==> src/rtl/pe_dc_seq.sv <==
// rtl/pe_dc_seq.sv - sequential XNOR-popcount decoder PE with optional unpooling (PE_DC_SEQ_UNPOOL_EN)
module pe_dc_seq #(
  parameter  int D            = 4,
  parameter  int FH           = 3,
  parameter  int FW           = 3,
  parameter  int CHUNK        = 12,
  parameter  int NF           = 2,
  parameter  int POOL_H       = 2,
  parameter  int POOL_W       = 2,
  parameter  int REF_WIDTH    = 6,
  parameter  int PINDEX_WIDTH = 3,
  localparam int N            = FH * FW * D,
  localparam int NCH          = N / CHUNK,
  localparam int P            = POOL_H * POOL_W,
`ifdef PE_DC_SEQ_UNPOOL_EN
  localparam int OUT_WIDTH    = NF * P,
`else
  localparam int OUT_WIDTH    = NF,
`endif
  localparam int FIDX_W       = (NF > 1) ? $clog2(NF) : 1,
  localparam int CIDX_W       = (NCH > 1) ? $clog2(NCH) : 1
) (
  input  logic                         clk,
  input  logic                         rst_n,
  input  logic                         in_valid,
  output logic                         in_ready,
  input  logic [N-1:0]                 data_in,
  input  logic [PINDEX_WIDTH-1:0]      pindex,
  input  logic [NF*REF_WIDTH-1:0]      norm_ref,
  output logic [FIDX_W-1:0]            w_fidx,
  output logic [CIDX_W-1:0]            w_cidx,
  input  logic [CHUNK-1:0]             weight_in,
  output logic                         out_valid,
  input  logic                         out_ready,
  output logic [OUT_WIDTH-1:0]         data_out
);

  localparam int ACC_WIDTH = $clog2(N + 1);
  localparam int CMP_W     = (ACC_WIDTH > REF_WIDTH) ? ACC_WIDTH : REF_WIDTH;

  typedef enum logic [1:0] {S_IDLE, S_COMPUTE, S_OUT} state_t;

  state_t                  state_q, state_d;
  logic [N-1:0]            data_q;
  logic [PINDEX_WIDTH-1:0] pidx_q;
  logic [ACC_WIDTH-1:0]    acc_q;
  logic [FIDX_W-1:0]       f_q;
  logic [CIDX_W-1:0]       c_q;
  logic [NF-1:0]           res_q;

  logic [CHUNK-1:0]        match;
  logic [ACC_WIDTH-1:0]    pc;
  logic [ACC_WIDTH-1:0]    sum;
  logic [REF_WIDTH-1:0]    ref_f;
  logic                    hit;
  logic                    last_c;
  logic                    last_f;
  logic [OUT_WIDTH-1:0]    unpooled;

  assign last_c = (c_q == CIDX_W'(NCH - 1));
  assign last_f = (f_q == FIDX_W'(NF - 1));

  // Score the current chunk of the current filter against its threshold
  always_comb begin
    match = ~(data_q[int'(c_q)*CHUNK +: CHUNK] ^ weight_in);
    pc    = '0;
    for (int i = 0; i < CHUNK; i++) begin
      pc = pc + ACC_WIDTH'(match[i]);
    end
    sum   = acc_q + pc;
    ref_f = norm_ref[int'(f_q)*REF_WIDTH +: REF_WIDTH];
    hit   = (CMP_W'(sum) >= CMP_W'(ref_f));
  end

`ifdef PE_DC_SEQ_UNPOOL_EN
  // Scatter each filter result into its unpooling cell; out-of-range index yields zeros
  always_comb begin
    unpooled = '0;
    for (int f = 0; f < NF; f++) begin
      for (int p = 0; p < P; p++) begin
        if (pidx_q == PINDEX_WIDTH'(p)) begin
          unpooled[f*P + p] = res_q[f];
        end
      end
    end
  end
`else
  logic unused_cfg;
  assign unused_cfg = ^{pidx_q, 32'(P)};

  // Without unpooling the filter results are the output directly
  always_comb begin
    unpooled = res_q;
  end
`endif

  // State register
  always_ff @(posedge clk) begin
    if (!rst_n) begin
      state_q <= S_IDLE;
    end else begin
      state_q <= state_d;
    end
  end

  // Next-state logic and handshake/ROM-address outputs
  always_comb begin
    state_d   = state_q;
    in_ready  = 1'b0;
    out_valid = 1'b0;
    w_fidx    = '0;
    w_cidx    = '0;
    data_out  = '0;
    case (state_q)
      S_IDLE: begin
        in_ready = 1'b1;
        if (in_valid) state_d = S_COMPUTE;
      end
      S_COMPUTE: begin
        w_fidx = f_q;
        w_cidx = c_q;
        if (last_c && last_f) state_d = S_OUT;
      end
      S_OUT: begin
        out_valid = 1'b1;
        data_out  = unpooled;
        if (out_ready) state_d = S_IDLE;
      end
      default: state_d = S_IDLE;
    endcase
  end

  // Window capture, chunk accumulation and per-filter thresholding
  always_ff @(posedge clk) begin
    if (!rst_n) begin
      data_q <= '0;
      pidx_q <= '0;
      acc_q  <= '0;
      f_q    <= '0;
      c_q    <= '0;
      res_q  <= '0;
    end else begin
      case (state_q)
        S_IDLE: begin
          if (in_valid) begin
            data_q <= data_in;
            pidx_q <= pindex;
            acc_q  <= '0;
            f_q    <= '0;
            c_q    <= '0;
          end
        end
        S_COMPUTE: begin
          if (last_c) begin
            res_q[f_q] <= hit;
            acc_q      <= '0;
            c_q        <= '0;
            if (!last_f) f_q <= f_q + FIDX_W'(1);
          end else begin
            acc_q <= sum;
            c_q   <= c_q + CIDX_W'(1);
          end
        end
        default: ;
      endcase
    end
  end

endmodule

==> config.mk <==
export PLATFORM = sky130hd
export DESIGN_NAME = pe_dc_seq
export DESIGN_NICKNAME = d
export VERILOG_FILES = /design/src/rtl/pe_dc_seq.sv
export SDC_FILE = /design/constraint.sdc
export NUM_CORES = 1
export LEC_CHECK = 0
export CAP_MARGIN = 20
export CELL_PAD_IN_SITES_DETAIL_PLACEMENT = 1
export CELL_PAD_IN_SITES_GLOBAL_PLACEMENT = 2
export CORE_ASPECT_RATIO = 1.2
export CORE_UTILIZATION = 29
export DETAILED_ROUTE_END_ITERATION = 10
export GPL_TIMING_DRIVEN = 0
export PLACE_DENSITY = 0.82
export SYNTH_ARGS = -nofsm -noshare
export SYNTH_HDL_FRONTEND = slang
export SYNTH_SLANG_ARGS = --single-unit
==> constraint.sdc <==
create_clock -name clk -period 6.1 [get_ports clk]
set_input_delay 0.61 -clock clk [delete_from_list [all_inputs] [get_ports clk]]
set_output_delay 0.61 -clock clk [all_outputs]
set_load 0.05 [all_outputs]
==> impl_metrics.ini <==
[run_status]
status = finished clean

[cells_and_area]
antenna_cells = 0
multiInputGateArea_um2 = 1740
ff_latch_area_um2 = 981
fin_cells = 525
syn2layout_area_growth_pct = 35.6
nNetsFinal = 491
fillers = 1133
drive_above_1_share = 0.0721

[global_route]
grt_use_total = 0.162
grt_pass1_vias = 2697
grt_max_degree = 17
antenna_found_initial = 0
grt.overflow.total = 0
grt_first_pass_wirelength_um = 12900

[clock_network]
cts.reportedPaths.clkPinSlew_ns = 0.07
cts_tree = done
cts_setup_buffers = 0
clkLatencyLatePin_ns = 0.29
cts_hold_buf = 0
cts_made_buffers = 5
htree_num_levels = 2
clock_path_buffers = 2
cts-root-buf = clkbuf_16
cts.sinks = 49
cts_resized = 0

[critical_path]
critical_path.max_fanout = 10
cp-end-kind = register
start_kind = register
path_class = reg2reg
slowest_delay_ns = 0.55
worstPathArrival_ns = 5.91
crit_buf_inv = 4
critPathTopFamily = adder cells
worst_r2r_path_depth = 20
regToRegStartpoint = c_q[0]$_SDFFE_PN0P_
cp_slowest_cell = fa_1
crit_path_cell_trace = buf_4, buf_6, mux2i_1, o21ai_0, xnor2_1, fa_1, inv_1, fa_1, fa_1, inv_1, fa_1, fa_1, fa_1, a21o_1, a21oi_2, xnor2_2, ha_1, a21o_1, a21oi_2, a31oi_1
r2r_setup_slack_ns = 0.36
cp_common_cell = fa_1
reg2reg_to = res_q[0]$_SDFFE_PN0P_
critical_path_required_ns = 6.27

[routing]
drt_iter0_drc = 37
drt-vias-per-instance = 4.65
postRouteAntennaNets = 0
vias = 2441
drt_first_pass_iters = 4
post-route-drc-count = 0
routed_wl_um = 7930
wire_per_inst_um = 15.1

[floorplan]
core_area_um2 = 9560
die_h_um = 111
die_area_um2 = 10300
fp-row-count = 39
initial_core_util = 0.300
die_w_um = 92.8
io-pin-count = 74

[sta]
drv_slew = 0
relSlewSlack = 0.592
fmax_ghz = 0.174
hold_viol_final = 0
tightest_slew_ns = 0.610
holdWs_ns = 0.458
fin_setup_tns_ns = 0
rsz0062_at_grt = no
finalSetupViolCount = 0
post-route-period-util = 0.942
finalClockSkew_ns = 0.00658
fin_crit_ns = 5.74

[run]
max_cap_viol_count = 0

[placement]
dpl.cell_count = 517
port-buffer-count = 70
hpwl_um = 6440
globalplace.congestion = 0.747

[min_path]
hold_depth = 2
hp-start = data_q[13]$_SDFFE_PN0P_
hp-class = reg2reg
holdPathEnd = data_q[13]$_SDFFE_PN0P_

[pwr]
ir_drop_v = 0.000154
power.leakage_uw = 0.00150
powerDensity_nw_per_um2 = 340

[synthesis]
synth_cell_types = 36
yosys_warnings = 0
syn-num-nets = 414
syn_avg_cell_area_um2 = 8.85
synth-async-reset-ratio = 0
ys.flop_type = dfxtp_1
netlist_instances = 324
ys_ff_latch = 49
syn_area_um2 = 2870
synth-seq-area-share = 0.342
synth_edf_count = 0
[cells by family (layout without fill, tap and decap cells)]
kind of cell | count (synthesis) | in the layout | share of synthesized area
fa+ha+maj | 23 | 23 | 0.121
flops | 49 | 49 | 0.342
compound gates | 76 | 76 | 0.184
mux | 19 | 19 | 0.0685
simple gates | 114 | 114 | 0.179
xor+xnor | 16 | 16 | 0.0489
buf+inv | 27 | 105 | 0.0563
[cells in the final DEF, fill, tap and decap left out, types with 5 or more instances in the layout]
cell / n
a21boi_0: 26
a21boi_1: 12
a21oi_1: 6
and2_1: 6
buf_6: 6
clkbuf_1: 8
clkbuf_16: 5
clkdlybuf4s50_1: 70
dfxtp_1: 49
fa_1: 8
ha_1: 15
inv_1: 6
mux2i_1: 17
nand2_1: 86
nor2_1: 5
nor2b_1: 9
o21ai_0: 12
xnor2_1: 12
[Yosys cell counts, types with 2 or more instances]
master / number / area share
nand2_1: 86 / 0.11
dfxtp_1: 49 / 0.34
a21boi_0: 26 / 0.068
mux2i_1: 17 / 0.059
ha_1: 15 / 0.065
xnor2_1: 13 / 0.040
a21boi_1: 12 / 0.031
o21ai_0: 12 / 0.021
nor2b_1: 9 / 0.020
a21oi_1: 8 / 0.014
clkbuf_1: 8 / 0.010
fa_1: 8 / 0.056
and2_1: 6 / 0.013
inv_1: 6 / 0.0079
buf_4: 5 / 0.013
buf_6: 5 / 0.020
nor2_1: 5 / 0.0065
a21o_1: 4 / 0.010
a32o_1: 3 / 0.010
a32oi_1: 3 / 0.0092
buf_2: 3 / 0.0052
xor2_1: 3 / 0.0092
a22oi_1: 2 / 0.0052
a31oi_1: 2 / 0.0044
nand4_1: 2 / 0.0044
o21a_1: 2 / 0.0052
[tightest hold or removal path, delay by kind of cell, from the launching register on]
family | cells | cell delay (ns)
AND/OR/NAND/NOR | 1 | 0.05
AO/OA/AOI/OAI | 1 | 0.05
flip-flops | 1 | 0.31
[layer usage]
| layer | track usage | vias to the layer above | wire [um] |
|---|---|---|---|
| met1 | 0.196 | 1126 | 3500 |
| li1 | - | 1245 | - |
| met5 | 0 | - | 0 |
| met2 | 0.281 | 59 | 3940 |
| met4 | 0.0667 | 0 | 215 |
| met3 | 0.0247 | 11 | 274 |
[through the flow]
stage	setup slack [ns]	cell area (um^2)	utilization	power [uW]
finish	0.357	3890	0.406	1320
detailed placement	0.184	3720	0.389	1040
global route	0.0741	3890	0.406	1440
floorplan	0.721	2870	-	834
global placement	0.281	3720	0.389	1000
CTS	0.153	3870	0.404	1330
[report_power, final]
part / leakage [uW] / switching [uW] / internal [uW]
Sequential: 0.000401 / 15.4 / 346
Combinational: 0.00103 / 365 / 314
Clock: 0.0000702 / 126 / 153
[sequential cells by signal (all words and copies together) (netlist names)]
| signal | cells |
|---|---|
| data_q | 36 |
| f_q | 1 |
| acc_q | 6 |
| c_q | 2 |
| state_q | 2 |
| res_q | 2 |
[how the worst max path moves through the flow]
stage / startpoint / to / slack [ns] / cells past startpoint
after floorplan: c_q[1]$_SDFFE_PN0P_ / res_q[1]$_SDFFE_PN0P_ / 0.72 / 22
after global placement: c_q[0]$_SDFFE_PN0P_ / res_q[1]$_SDFFE_PN0P_ / 0.28 / 20
after detailed placement: c_q[0]$_SDFFE_PN0P_ / res_q[1]$_SDFFE_PN0P_ / 0.18 / 20
after CTS: c_q[0]$_SDFFE_PN0P_ / res_q[1]$_SDFFE_PN0P_ / 0.15 / 20
after global routing: c_q[0]$_SDFFE_PN0P_ / res_q[1]$_SDFFE_PN0P_ / 0.07 / 20
final: c_q[0]$_SDFFE_PN0P_ / res_q[0]$_SDFFE_PN0P_ / 0.36 / 20
[final cells by class]
cell class                      count  share of cell area
Buffer                             21              0.0367
Multi-Input combinational cell    248               0.448
Clock buffer                        5              0.0322
Tap cell                          123              0.0396
Inverter                            6             0.00580
Timing Repair Buffer               70               0.180
Clock inverter                      3             0.00547
Sequential cell                    49               0.252
No activity file was read; power rests on OpenSTA's default activity.
==> patch 1 (same settings) <==
Change the parameter `FH` from 3 to 6.
--- a/src/rtl/pe_dc_seq.sv
+++ b/src/rtl/pe_dc_seq.sv
@@ -2,5 +2,5 @@
 module pe_dc_seq #(
   parameter  int D            = 4,
-  parameter  int FH           = 3,
+  parameter  int FH           = 6,
   parameter  int FW           = 3,
   parameter  int CHUNK        = 12,
Interface: changed (resized data_in and w_cidx); port bits go from 74 to 111. No check against the original RTL was run, so the function may have changed too.
==> patch 1 against the unedited design <==
  * Routed wire length rose by 81%
  * Die area up 58%
  * Worst setup slack worse by 130 ps
  * Final area rose by 61%
  * First-iteration DRC count increased to 3.9 times the old value
  * Sequential cell count is 38 higher
  * Utilization is 0.64 points higher
  * Hold slack lost 3.1 ps
  * Synthesized area up 59%
  * Power grew 50%
  * Combinational power up 18%
  * Critical path type unchanged
  * Critical endpoint is now res_q[1]
  * Largest cell class unchanged
  * Largest power group unchanged
==> patch 1: results (changes against the unedited design) <==
| Metric | Value |
|---|---|
| Depth of the most critical reg-to-reg path | `22 (+10%)` |
| Cell area after placement | `0.00589 mm^2 (+58%)` |
| N_diodes | `0 (unchanged)` |
| Worst IR Drop VDD | `131 uV (-15%)` |
| Path type of the worst min-delay path | `reg -> reg` |
| Fraction of layout instances using a drive strength above 1 | `12.1% (+4.9 points)` |
| Non-filler instance count after layout | `855 (+63%)` |
| WL per Instance | `16.8 um (+11%)` |
| Last weighted congestion value of the routability-driven placer | `0.833 (+12%)` |
| Detail-routed via count per cell | `4.78 (+2.8%)` |
| HPWL after detailed placement | `11.4 mm (+78%)` |
| Starting DRT DRC Count | `146 (+290%)` |
| Leakage component of the power | `2.39 nW (+59%)` |
| Number of CTS-inserted buffers | `9 (+4)` |
| Post-synth net total | `649 (+57%)` |
| Run status | `completed` |
| Crit path DAT | `6090 ps (+180 ps)` |
| Later-pin clock latency in the skew report | `340 ps (+50 ps)` |
| # fillers | `1,830 (+62%)` |
| Number of port buffers | `107 (+53%)` |
| Share of the yosys chip area belonging to registers | `38.1% (+3.9 points)` |
| Via count of the first global-routing pass | `4,459 (+65%)` |
| Max_slew headroom | `55.4% (-3.8 points)` |
| Cell types with the largest area share after synthesis | `dfxtp_1, nand2_1, a21oi_1` |
| Largest clock skew in the final design | `7.17 ps (+0.593 ps)` |
| Ranking of synthesized cells by instance count | `nand2_1, dfxtp_1, a21oi_1, inv_1, mux2i_1` |
| Htree depth | `3 (+1)` |
| Async SR Flop Fraction | `0% (unchanged)` |
| Overall fraction of global-route tracks in use | `18.4% (+2.2 points)` |
| First-pass GRT wire length | `22.5 mm (+74%)` |
| Largest registers ranked by flip-flop count | `data_q: 72 flops, acc_q: 7 flops, c_q: 3 flops` |
| Initial antenna violation count | `0 (unchanged)` |
| Synthesized instance count | `523 (+61%)` |
| Pin count of the biggest net entering global routing | `16 (-1)` |
| Cells after DPL | `834 (+61%)` |
| Net count, final | `773 (+57%)` |
| Max clock buf depth | `2 (unchanged)` |
| Cell variety after synth | `47 (+31%)` |
| Hold Violations, Final | `0 (unchanged)` |
[patch 1: layout make-up]
cell class,count,area (um^2),share of cell area (%)
well taps,204,255,4.07
multi-input cells,375,2490,39.8
inverters,27,101,1.62
clock inverters,6,68.8,1.10
repair buffers,113,1120,17.8
flip-flops and latches,87,1750,27.8
plain buffers,34,268,4.27
clock buffers,9,225,3.59
[patch 1: path summary, 6_finish.rpt]
path              startpoint    endpoint  slack [ps]
hold reg to reg   data_q[29]  data_q[29]         450
setup reg to reg      c_q[0]    res_q[1]         230
hold / removal    data_q[29]  data_q[29]         450
setup / recovery      c_q[0]    res_q[1]         230
[patch 1: worst register-to-register path: cells and delay by family (launching register included)]
kind / cells / cell delay [ps]
AOI/OAI and AO/OA: 7 / 1340
xor gates and xnor gates: 2 / 310
adders and majority gates: 6 / 2750
buffers and inverters: 5 / 550
DFF: 1 / 390
muxes: 1 / 320
and+or+nand+nor: 1 / 90
[patch 1: cell families (layout without fill, tap and decap cells)]
group / Yosys count / in the layout / share of synthesized area, %
and+or+nand+nor: 189 / 189 / 17.5
AOI/OAI and AO/OA: 116 / 116 / 15.5
DFF: 87 / 87 / 38.1
buffers and inverters: 61 / 189 / 7.84
muxes: 30 / 30 / 10.1
adders and majority gates: 23 / 23 / 7.62
xor gates and xnor gates: 17 / 17 / 3.26
[patch 1: repair_timing]
| item | in CTS | in global routing |
|---|---|---|
| pin swaps | 0 | 5 |
| endpoints found under the setup margin | 2 | 2 |
| gates resized for setup | 5 | 6 |
| buffers inserted | 0 | 6 |
[patch 1: metal layers]
| layer | part of all wire (%) | wire [um] | GRT usage, % | vias to the layer above |
|---|---|---|---|---|
| li1 | - | - | - | 2002 |
| met1 | 41 | 5890 | 21.4 | 1964 |
| met2 | 53 | 7550 | 33.6 | 105 |
| met3 | 4.8 | 682 | 3.31 | 16 |
| met4 | 1.4 | 200 | 5.60 | 0 |
| met5 | 0 | 0 | 0 | - |
[patch 1: power breakdown]
part | internal, mW | leakage (nW) | switching (mW) | total [mW]
combinational | 0.384 | 1.53 | 0.414 | 0.798
clock | 0.318 | 0.142 | 0.239 | 0.557
sequential | 0.607 | 0.714 | 0.0245 | 0.631
total | 1.31 | 2.39 | 0.677 | 1.99
[patch 1: through the flow]
stage          utilization (%)  worst slack [ps]  TNS, ps  hold WS [ps]
3_5_place_dp              38.8              -211     -408           449
3_3_place_gp              38.8              -146     -287           439
2_1_floorplan                -               461        0           432
4_1_cts                   40.8              5.71        0           458
5_1_grt                   41.3              3.25        0           474
6_report                  41.3               228        0           455
==> patch 2 (same flow settings) <==
Made on the original files. Make the reset (`rst_n`) asynchronous in 2 clocked blocks.
--- a/src/rtl/pe_dc_seq.sv
+++ b/src/rtl/pe_dc_seq.sv
@@ -96,5 +96,5 @@
 
   // State register
-  always_ff @(posedge clk) begin
+  always_ff @(posedge clk or negedge rst_n) begin
     if (!rst_n) begin
       state_q <= S_IDLE;
@@ -132,5 +132,5 @@
 
   // Window capture, chunk accumulation and per-filter thresholding
-  always_ff @(posedge clk) begin
+  always_ff @(posedge clk or negedge rst_n) begin
     if (!rst_n) begin
       data_q <= '0;
Behaviour: differs if rst_n is asserted again (counterexample within 4 cycles, from zero or initial values and one cycle with rst_n low); with rst_n held inactive, the same outputs for 4 cycles.
==> patch 2 against the unedited design <==
  * First-iteration DRC count increased by 11%
  * Hold slack worse by 180 ps
  * Via count decreased by 14%
  * Worst setup slack got worse by 48 ps
  * Utilization up 0.34 points
  * Sequential share of layout area grew 4.5 points
  * Die area is 5.0% higher
  * Synthesized area is 5.2% higher
  * Critical endpoint is now res_q[1]
  * Critical path depth grew 1
  * Routed wire length is 6.4% lower
  * Final area up 6.1%
  * Sequential cell count unchanged
Power is not shown: default switching activity piles up to over one toggle a cycle in this logic, so the estimate is an artifact.
==> patch 2: results (changes against the unedited design) <==
| Metric | Value |
|---|---|
| Run status | `completed` |
| N_diodes | `0 (unchanged)` |
| Largest registers ranked by flip-flop count | `data_q: 36 flops, acc_q: 6 flops` |
| Last weighted congestion value of the routability-driven placer | `0.707 (-5.4%)` |
| Dpl ws | `-10.3 ps (-194 ps)` |
| Number of port buffers | `70 (unchanged)` |
| HPWL after detailed placement | `5.92 mm (-8.2%)` |
| # fillers | `1,068 (-5.7%)` |
| First-pass GRT wire length | `12.3 mm (-4.7%)` |
| Async SR Flop Fraction | `100% (+100 points)` |
| Pin count of the biggest net entering global routing | `32 (+15)` |
| First-pass iteration count of the detailed router | `4 (unchanged)` |
| Total of warnings raised by yosys | `0 (unchanged)` |
| Share of the yosys chip area belonging to registers | `40.7% (+6.5 points)` |
| Path type of the worst min-delay path | `in -> async` |
| Clock tree root buffer cell | `clkbuf_16` |
| Max incr delay on CP | `550 ps (about the same)` |
| Overall fraction of global-route tracks in use | `15.1% (-1.1 points)` |
| Number of CTS-inserted buffers | `5 (unchanged)` |
| Cell with the largest stage delay on the worst path | `fa_1` |
| Clock transition at the registers of the reported paths | `70 ps (about the same)` |
| Most frequently used flop master after synthesis | `dfrtp_1` |
| Starting DRT DRC Count | `41 (+11%)` |
| Max clock buf depth | `2 (unchanged)` |
| Later-pin clock latency in the skew report | `290 ps (about the same)` |
| Net count, final | `408 (-17%)` |
| Crit path DAT | `5960 ps (+50 ps)` |
| Fraction of layout instances using a drive strength above 1 | `21.6% (+14 points)` |
| Post-synth net total | `326 (-21%)` |
| Max_slew headroom | `67.1% (+7.8 points)` |
| Largest fanout of any net on the critical path | `10 (unchanged)` |
| Initial antenna violation count | `0 (unchanged)` |
| Post-detailed-routing wire length | `7.42 mm (-6.4%)` |
| Biggest register | `data_q` |
| Cell variety after synth | `37 (+2.8%)` |
| Ranking of synthesized cells by instance count | `dfrtp_1, mux2_4, mux2i_1, ha_1, xnor2_1` |
| Routed via count | `2,095 (-14%)` |
| Via count of the first global-routing pass | `2,366 (-12%)` |
| Largest clock skew in the final design | `8.51 ps (+1.93 ps)` |
| Cell types with the largest area share after synthesis | `dfrtp_1, mux2_4, ha_1` |
| Htree depth | `2 (unchanged)` |
==> patch 2: changes by cell type after synthesis, moves of 5 or more <==
| cell | before | now |
|---|---|---|
| o21ai_0 | 12 | 0 |
| dfxtp_1 | 49 | 0 |
| mux2_4 | 1 | 30 |
| o21ai_1 | 0 | 13 |
| a22o_1 | 0 | 5 |
| nor2b_1 | 9 | 1 |
| dfrtp_1 | 0 | 49 |
| nand2_1 | 86 | 13 |
| a21boi_0 | 26 | 0 |
| clkbuf_1 | 8 | 0 |
| a21boi_1 | 12 | 0 |
| mux2_1 | 0 | 7 |
==> patch 2: per-stage QoR <==
step | utilization (%) | hold slack, ps | area (um^2) | instances
floorplan | - | 314 | 3010 | 236
global placement | 38.5 | 468 | 3870 | 432
detailed placement | 38.6 | 483 | 3890 | 433
CTS | 40.0 | 287 | 4030 | 441
global route | 41.0 | 297 | 4120 | 445
finish | 41.0 | 275 | 4120 | 445
==> patch 2: path summary, 6_finish.rpt <==
check                           startpoint         end  slack, ps  depth (start not counted)
min in group clk                 data_q[0]   data_q[0]        490                          1
worst min-delay path                 rst_n  data_q[23]        280                          1
worst max register to register      c_q[1]    res_q[1]        310                         21
max in group asynchronous            rst_n  data_q[27]       5300                          2
worst max-delay path                c_q[1]    res_q[1]        310                         21
worst min register to register   data_q[0]   data_q[0]        490                          1
==> patch 2: cell families after synthesis <==
logic type / share of synthesized area, %
AO/OA/AOI/OAI: 7.80
XOR/XNOR: 4.65
adder cells (fa/ha/maj): 11.5
buffers and inverters: 3.82
flip-flops: 40.7
multiplexers: 24.3
AND/OR/NAND/NOR: 7.18
==> patch 2: area by class of cell <==
type | instances | area, um^2 | area share [%]
multi-input cells | 169 | 1720 | 41.7
clock buffers | 7 | 133 | 3.22
plain buffers | 10 | 104 | 2.52
flip-flops and latches | 49 | 1230 | 29.8
repair buffers | 75 | 746 | 18.1
clock inverters | 1 | 7.51 | 0.182
well taps | 126 | 158 | 3.83
inverters | 8 | 30.0 | 0.729
==> patch 2: critical path: cells and delay by family, from the launching register on <==
| kind | cells | cell delay (ps) |
|---|---|---|
| buffers and inverters | 4 | 410 |
| muxes | 2 | 530 |
| adders and majority gates | 7 | 3190 |
| xor gates and xnor gates | 2 | 300 |
| AOI/OAI and AO/OA | 6 | 890 |
| DFF | 1 | 340 |
==> patch 2: metal layers <==
metal | share of wire, % | vias to the layer above | global-route usage, %
met5 | 0 | - | 0
li1 | - | 989 | -
met4 | 0.97 | 0 | 3.43
met3 | 3.1 | 6 | 2.13
met1 | 43 | 1049 | 18.8
met2 | 53 | 51 | 27.1
==> patch 2: repair_timing <==
item	4_1_cts	5_1_grt
gates resized for setup	0	14
setup endpoints to repair	0	2
setup buffers	0	4
hold buffers	0	0
